**src/rtl/pipe_hazard_ctrl.sv**
```systemverilog
// pipe_hazard_ctrl
//   Hazard and forwarding controller for the pipelined RISC-V core. It keeps a
//   shadow copy of the instructions in E..W. From that copy it drives the
//   forwarding selects, the load-use stall and bubble, the branch/jump flush
//   and the global memory freeze. It also keeps saturating stall and flush
//   counters.
// Ports
//   clk, rst           core clock, asynchronous active-low reset
//   valid_d .. is_load_d  decode-stage instruction fields
//   pc_src_e           branch taken / jump resolved in E
//   mem_stall          data memory busy, freezes everything
//   stall_f, stall_d   hold PC / F-D register
//   flush_d, flush_e   clear F-D / D-E register
//   fwd_a_e, fwd_b_e   ALU operand source: 0 = regfile, k = shadow entry k
//   stall_count        load-use stall cycles (saturating)
//   flush_count        control flush events (saturating)

// Per-stage producer match. This is instantiated once for each older stage k >= 1.
module phc_stage_match #(
  parameter int AW = 5
) (
  input  logic          v0,
  input  logic          vk,
  input  logic          rwk,
  input  logic [AW-1:0] rdk,
  input  logic [AW-1:0] rs1_0,
  input  logic [AW-1:0] rs2_0,
  output logic          hit_a,
  output logic          hit_b
);
  logic prod;
  // x0 is hardwired zero, so a write to it is never a forwarding source.
  assign prod  = v0 & vk & rwk & (rdk != '0);
  assign hit_a = prod & (rdk == rs1_0);
  assign hit_b = prod & (rdk == rs2_0);
endmodule

module pipe_hazard_ctrl #(
  parameter int REG_ADDR_WIDTH = 5,
  parameter int STAGES         = 3,
  parameter int FWD_SEL_WIDTH  = $clog2(STAGES),
  parameter int COUNT_WIDTH    = 16
) (
  input  logic                      clk,
  input  logic                      rst,
  input  logic                      valid_d,
  input  logic [REG_ADDR_WIDTH-1:0] rs1_d,
  input  logic [REG_ADDR_WIDTH-1:0] rs2_d,
  input  logic [REG_ADDR_WIDTH-1:0] rd_d,
  input  logic                      reg_write_d,
  input  logic                      is_load_d,
  input  logic                      pc_src_e,
  input  logic                      mem_stall,
  output logic                      stall_f,
  output logic                      stall_d,
  output logic                      flush_d,
  output logic                      flush_e,
  output logic [FWD_SEL_WIDTH-1:0]  fwd_a_e,
  output logic [FWD_SEL_WIDTH-1:0]  fwd_b_e,
  output logic [COUNT_WIDTH-1:0]    stall_count,
  output logic [COUNT_WIDTH-1:0]    flush_count
);
  localparam int AW = REG_ADDR_WIDTH;

  // Shadow pipeline, entry 0 = E. The source indices and the load flag only
  // matter while an instruction sits in E. Older stages shift only v/rd/rw.
  logic [STAGES-1:0]         sh_v, sh_rw;
  logic [STAGES-1:0][AW-1:0] sh_rd;
  logic [AW-1:0]             rs1_e, rs2_e;
  logic                      ld_e;

  logic                      lu, ctrl;
  logic [STAGES-1:0]         hit_a, hit_b;

  assign hit_a[0] = 1'b0;
  assign hit_b[0] = 1'b0;

  genvar k;
  generate
    for (k = 1; k < STAGES; k++) begin : g_match
      phc_stage_match #(.AW(AW)) u_match (
        .v0    (sh_v[0]),
        .vk    (sh_v[k]),
        .rwk   (sh_rw[k]),
        .rdk   (sh_rd[k]),
        .rs1_0 (rs1_e),
        .rs2_0 (rs2_e),
        .hit_a (hit_a[k]),
        .hit_b (hit_b[k])
      );
    end
  endgenerate

  // Priority encode with the youngest stage winning. The scan goes from oldest to youngest so
  // that the last assignment made is the lowest k.
  always_comb begin
    fwd_a_e = '0;
    fwd_b_e = '0;
    for (int i = STAGES - 1; i >= 1; i--) begin
      if (hit_a[i]) fwd_a_e = FWD_SEL_WIDTH'(i);
      if (hit_b[i]) fwd_b_e = FWD_SEL_WIDTH'(i);
    end
  end

  assign lu   = sh_v[0] & ld_e & sh_rw[0] & (sh_rd[0] != '0) & valid_d &
                ((sh_rd[0] == rs1_d) | (sh_rd[0] == rs2_d));
  assign ctrl = pc_src_e & sh_v[0];

  // The memory freeze masks everything. A control flush overrides the load-use stall. The
  // load-use fetch would be redirected anyway.
  always_comb begin
    stall_f = 1'b0;
    stall_d = 1'b0;
    flush_d = 1'b0;
    flush_e = 1'b0;
    if (mem_stall) begin
      stall_f = 1'b1;
      stall_d = 1'b1;
    end else begin
      flush_d = ctrl;
      flush_e = ctrl | lu;
      stall_f = lu & ~ctrl;
      stall_d = lu & ~ctrl;
    end
  end

  always_ff @(posedge clk or negedge rst) begin
    if (!rst) begin
      sh_v  <= '0;
      sh_rw <= '0;
      sh_rd <= '0;
      rs1_e <= '0;
      rs2_e <= '0;
      ld_e  <= 1'b0;
    end else if (!mem_stall) begin
      for (int i = 1; i < STAGES; i++) begin
        sh_v[i]  <= sh_v[i-1];
        sh_rw[i] <= sh_rw[i-1];
        sh_rd[i] <= sh_rd[i-1];
      end
      if (flush_e) begin
        sh_v[0]  <= 1'b0;
        sh_rw[0] <= 1'b0;
        sh_rd[0] <= '0;
        rs1_e    <= '0;
        rs2_e    <= '0;
        ld_e     <= 1'b0;
      end else begin
        sh_v[0]  <= valid_d;
        sh_rw[0] <= reg_write_d;
        sh_rd[0] <= rd_d;
        rs1_e    <= rs1_d;
        rs2_e    <= rs2_d;
        ld_e     <= is_load_d;
      end
    end
  end

  always_ff @(posedge clk or negedge rst) begin
    if (!rst) begin
      stall_count <= '0;
      flush_count <= '0;
    end else if (!mem_stall) begin
      if (ctrl) begin
        if (flush_count != '1) flush_count <= flush_count + 1'b1;
      end else if (lu) begin
        if (stall_count != '1) stall_count <= stall_count + 1'b1;
      end
    end
  end
endmodule

```
**config.mk**
```make
export PLATFORM = sky130hd
export DESIGN_NAME = pipe_hazard_ctrl
export DESIGN_NICKNAME = d
export VERILOG_FILES = /design/src/rtl/pipe_hazard_ctrl.sv
export SDC_FILE = /design/constraint.sdc
export NUM_CORES = 1
export LEC_CHECK = 0
export ABC_AREA = 1
export CORE_UTILIZATION = 40
export CTS_BUF_LIST = sky130_fd_sc_hd__clkbuf_8
export DETAILED_ROUTE_END_ITERATION = 8
export DONT_BUFFER_PORTS = 1
export PLACE_DENSITY = 0.64
export SLEW_MARGIN = 30
export SYNTH_ARGS = -nofsm -noshare
export SYNTH_HDL_FRONTEND = slang
export SYNTH_SLANG_ARGS = --single-unit
```
**constraint.sdc**
```tcl
create_clock -name clk -period 1.6 [get_ports clk]
set_input_delay 0.16 -clock clk [delete_from_list [all_inputs] [get_ports clk]]
set_output_delay 0.16 -clock clk [all_outputs]
set_load 0.005 [all_outputs]
```
==> qor.yml <==
ir_drop_uv: 422
grt_max_degree: 65
setup_slack_ns: -0.152
pre_cts_slack_ns: -0.0182
drtIter0Drc: 225
rsz0062_at_grt: "yes"
drive_gt1_frac: 0.229
setup_tns_ns: -2.16
cts_buffers: 9
clockRootBuffer: "clkbuf_8"
ant_nets: 0
total_power_mw: 4.09
slew_viol_final: 0
yosys.area.top_type_share: 0.448
synthTopCellsByArea: "dfrtp_1 (45%), nand2_1 (17%), xor2_1 (6.9%)"
fp-row-count: 34
min_period_ns: 1.75
path_class: "reg -> out"
start_kind: "register"
rrSetupSlack_ns: -0.10
die_h_microns: 96.6
postCtsHoldBufs: 19
worst_r2r_path_depth: 9
clkPwrFrac: 0.340
synthArstFlopShare: 1.00
critPathRequiredTime_ns: 1.44
cts_tree: "built"
antenna_found_initial: 0
dominantRegCellSynth: "dfrtp_1"
grt_usage: 0.207
dp_hpwl_microns: 6020
num_io_pins: 62
layout.core_utilization: 0.520
grt_pass1_vias: 3149
yosys-top-cells-count: "nand2_1 (158), dfrtp_1 (64), nor2_1 (40)"
synth_nets: 482
final_area_sq_um: 4520
grt_pass1_wl_microns: 14900
start_util: 0.412
drt-vias-per-instance: 5.05
drc_errors: 0
synth_enable_flop_cells: 0
power_frac_seq: 0.484
syn_to_final_growth_pct: 26.2
p_sw_frac: 0.303
cp.arrival_ns: 1.59
ys_types: 27
cts_max_path_buffers: 2
wl_per_cell_microns: 14.0
clkLatencyLatePin_ns: 0.34
cts_sinks: 64
core_area_sq_um: 8680
maxCapViolations: 0
drtPass1Iterations: 4
fin_nets: 543
worst_pin_slew_ns: 0.545
vias: 3189
post-synth-top-count-cell: "nand2_1"
finalWirelength_microns: 8830
power_density_nw_per_um2: 905
syn_inst: 458
power_frac_comb: 0.175
p_sw_mw: 1.24
grt_remaining_overflow: 0
fin_worst_skew_ns: 0.0139
critPathMaxFanout: 3
gp_congestion: 0.844
fmax_mhz: 571
seq_area_frac_synth: 0.448
fin_crit_sh: 1.10
die_w_microns: 96.6
status: "finished with violations"
hold_class: "in -> async"
syn-cell-area_sq_um: 3580
p_leak_nw: 2.17
cts_max_level: 3
finalSetupViolations: 23
synth.avg_cell_area_sq_um: 7.81
dieArea_sq_um: 9330
dpl_cell_area_sq_um: 3870
finalHoldViolCount: 64
portBuffers: 0
relSlewSlack: 0.636
ys_warn_count: 0
crit_path_end_kind: "output port"
yosysTopAreaCell: "dfrtp_1"
ys_ff_latch: 64
p_int_mw: 2.85
clkTransAtPathRegs_ns: 0.08
whs_ns: -0.498
final_cells: 632
violations: "hold timing, setup timing"
dpl.cell_count: 583
diodes: 0
[critical path, cell delays in order (launching register included)]
cell and delay, ns:
dfrtp_1 0.41, buf_4 0.14, xnor2_1 0.17, nand3_1 0.12, nand2_2 0.12, nand2_2 0.06
o21ai_2 0.11, buf_4 0.13
[kinds of logic (layout without fill, tap and decap cells)]
group,Yosys count,in the layout,synth area share
simple gates,250,250,0.298
buf+inv,55,121,0.0685
xor+xnor,49,49,0.120
fa+ha+maj,2,2,0.00699
flops,64,64,0.448
compound gates,38,38,0.0591
[final cells by class]
type	count	area [sq um]
Inverter	41	161
Fill cell	812	4160
Timing Repair Buffer	64	547
Clock buffer	9	124
Sequential cell	64	1610
Clock inverter	7	72.6
Multi-Input combinational cell	339	1870
Tap cell	108	135
[registers in the layout, summed over array words and instances, names as in the netlist]
signal	flops
rs1_e	5
rs2_e	5
sh_v	3
stall_count	16
sh_rd	15
ld_e	1
sh_rw	3
flush_count	16
[power groups by stage]
stage | sequential [mW] | clock [mW] | combinational [mW]
6_report | 1.98 | 1.39 | 0.716
3_5_place_dp | 2.00 | 0 | 0.550
5_1_grt | 2.01 | 1.48 | 0.801
3_3_place_gp | 1.99 | 0 | 0.538
2_1_floorplan | 1.97 | 0 | 0.411
4_1_cts | 1.97 | 1.42 | 0.652
[final timing paths]
kind,startpoint,end
hold / removal,rst,flush_count[15]$_DFFE_PN0P_
setup / recovery,sh_rd[2]$_DFFE_PN0N_,stall_f
max in group asynchronous,rst,sh_rd[7]$_DFFE_PN0N_
hold reg to reg,sh_rw[2]$_DFFE_PN0N_,sh_rw[2]$_DFFE_PN0N_
min in group clk,pc_src_e,sh_rd[4]$_DFFE_PN0N_
setup reg to reg,sh_rd[2]$_DFFE_PN0N_,stall_count[6]$_DFFE_PN0P_
[metal layers]
metal,share of wire,global-route usage
met2,0.49,0.334
met1,0.44,0.271
met4,0.027,0.0784
met3,0.047,0.0462
met5,0,0
[repair_timing]
item / in CTS / in global routing
endpoints found under the setup margin: 8 / 49
hold endpoints to repair: 96 / 64
pin swaps: 11 / 8
gates resized for setup: 17 / 36
buffers inserted: 8 / 6
[placed cells by master (no fill, tap or decap), types with 9 or more instances in the layout]
cell / n
dfrtp_1: 56
clkbuf_8: 9
dlygate4sd3_1: 18
nand2_1: 156
xor2_1: 28
nand4_1: 9
inv_1: 29
buf_4: 41
xnor2_1: 18
o21ai_0: 16
nor2_1: 37
inv_2: 11
nand3_1: 13
Power figures use the tool's default switching activity.
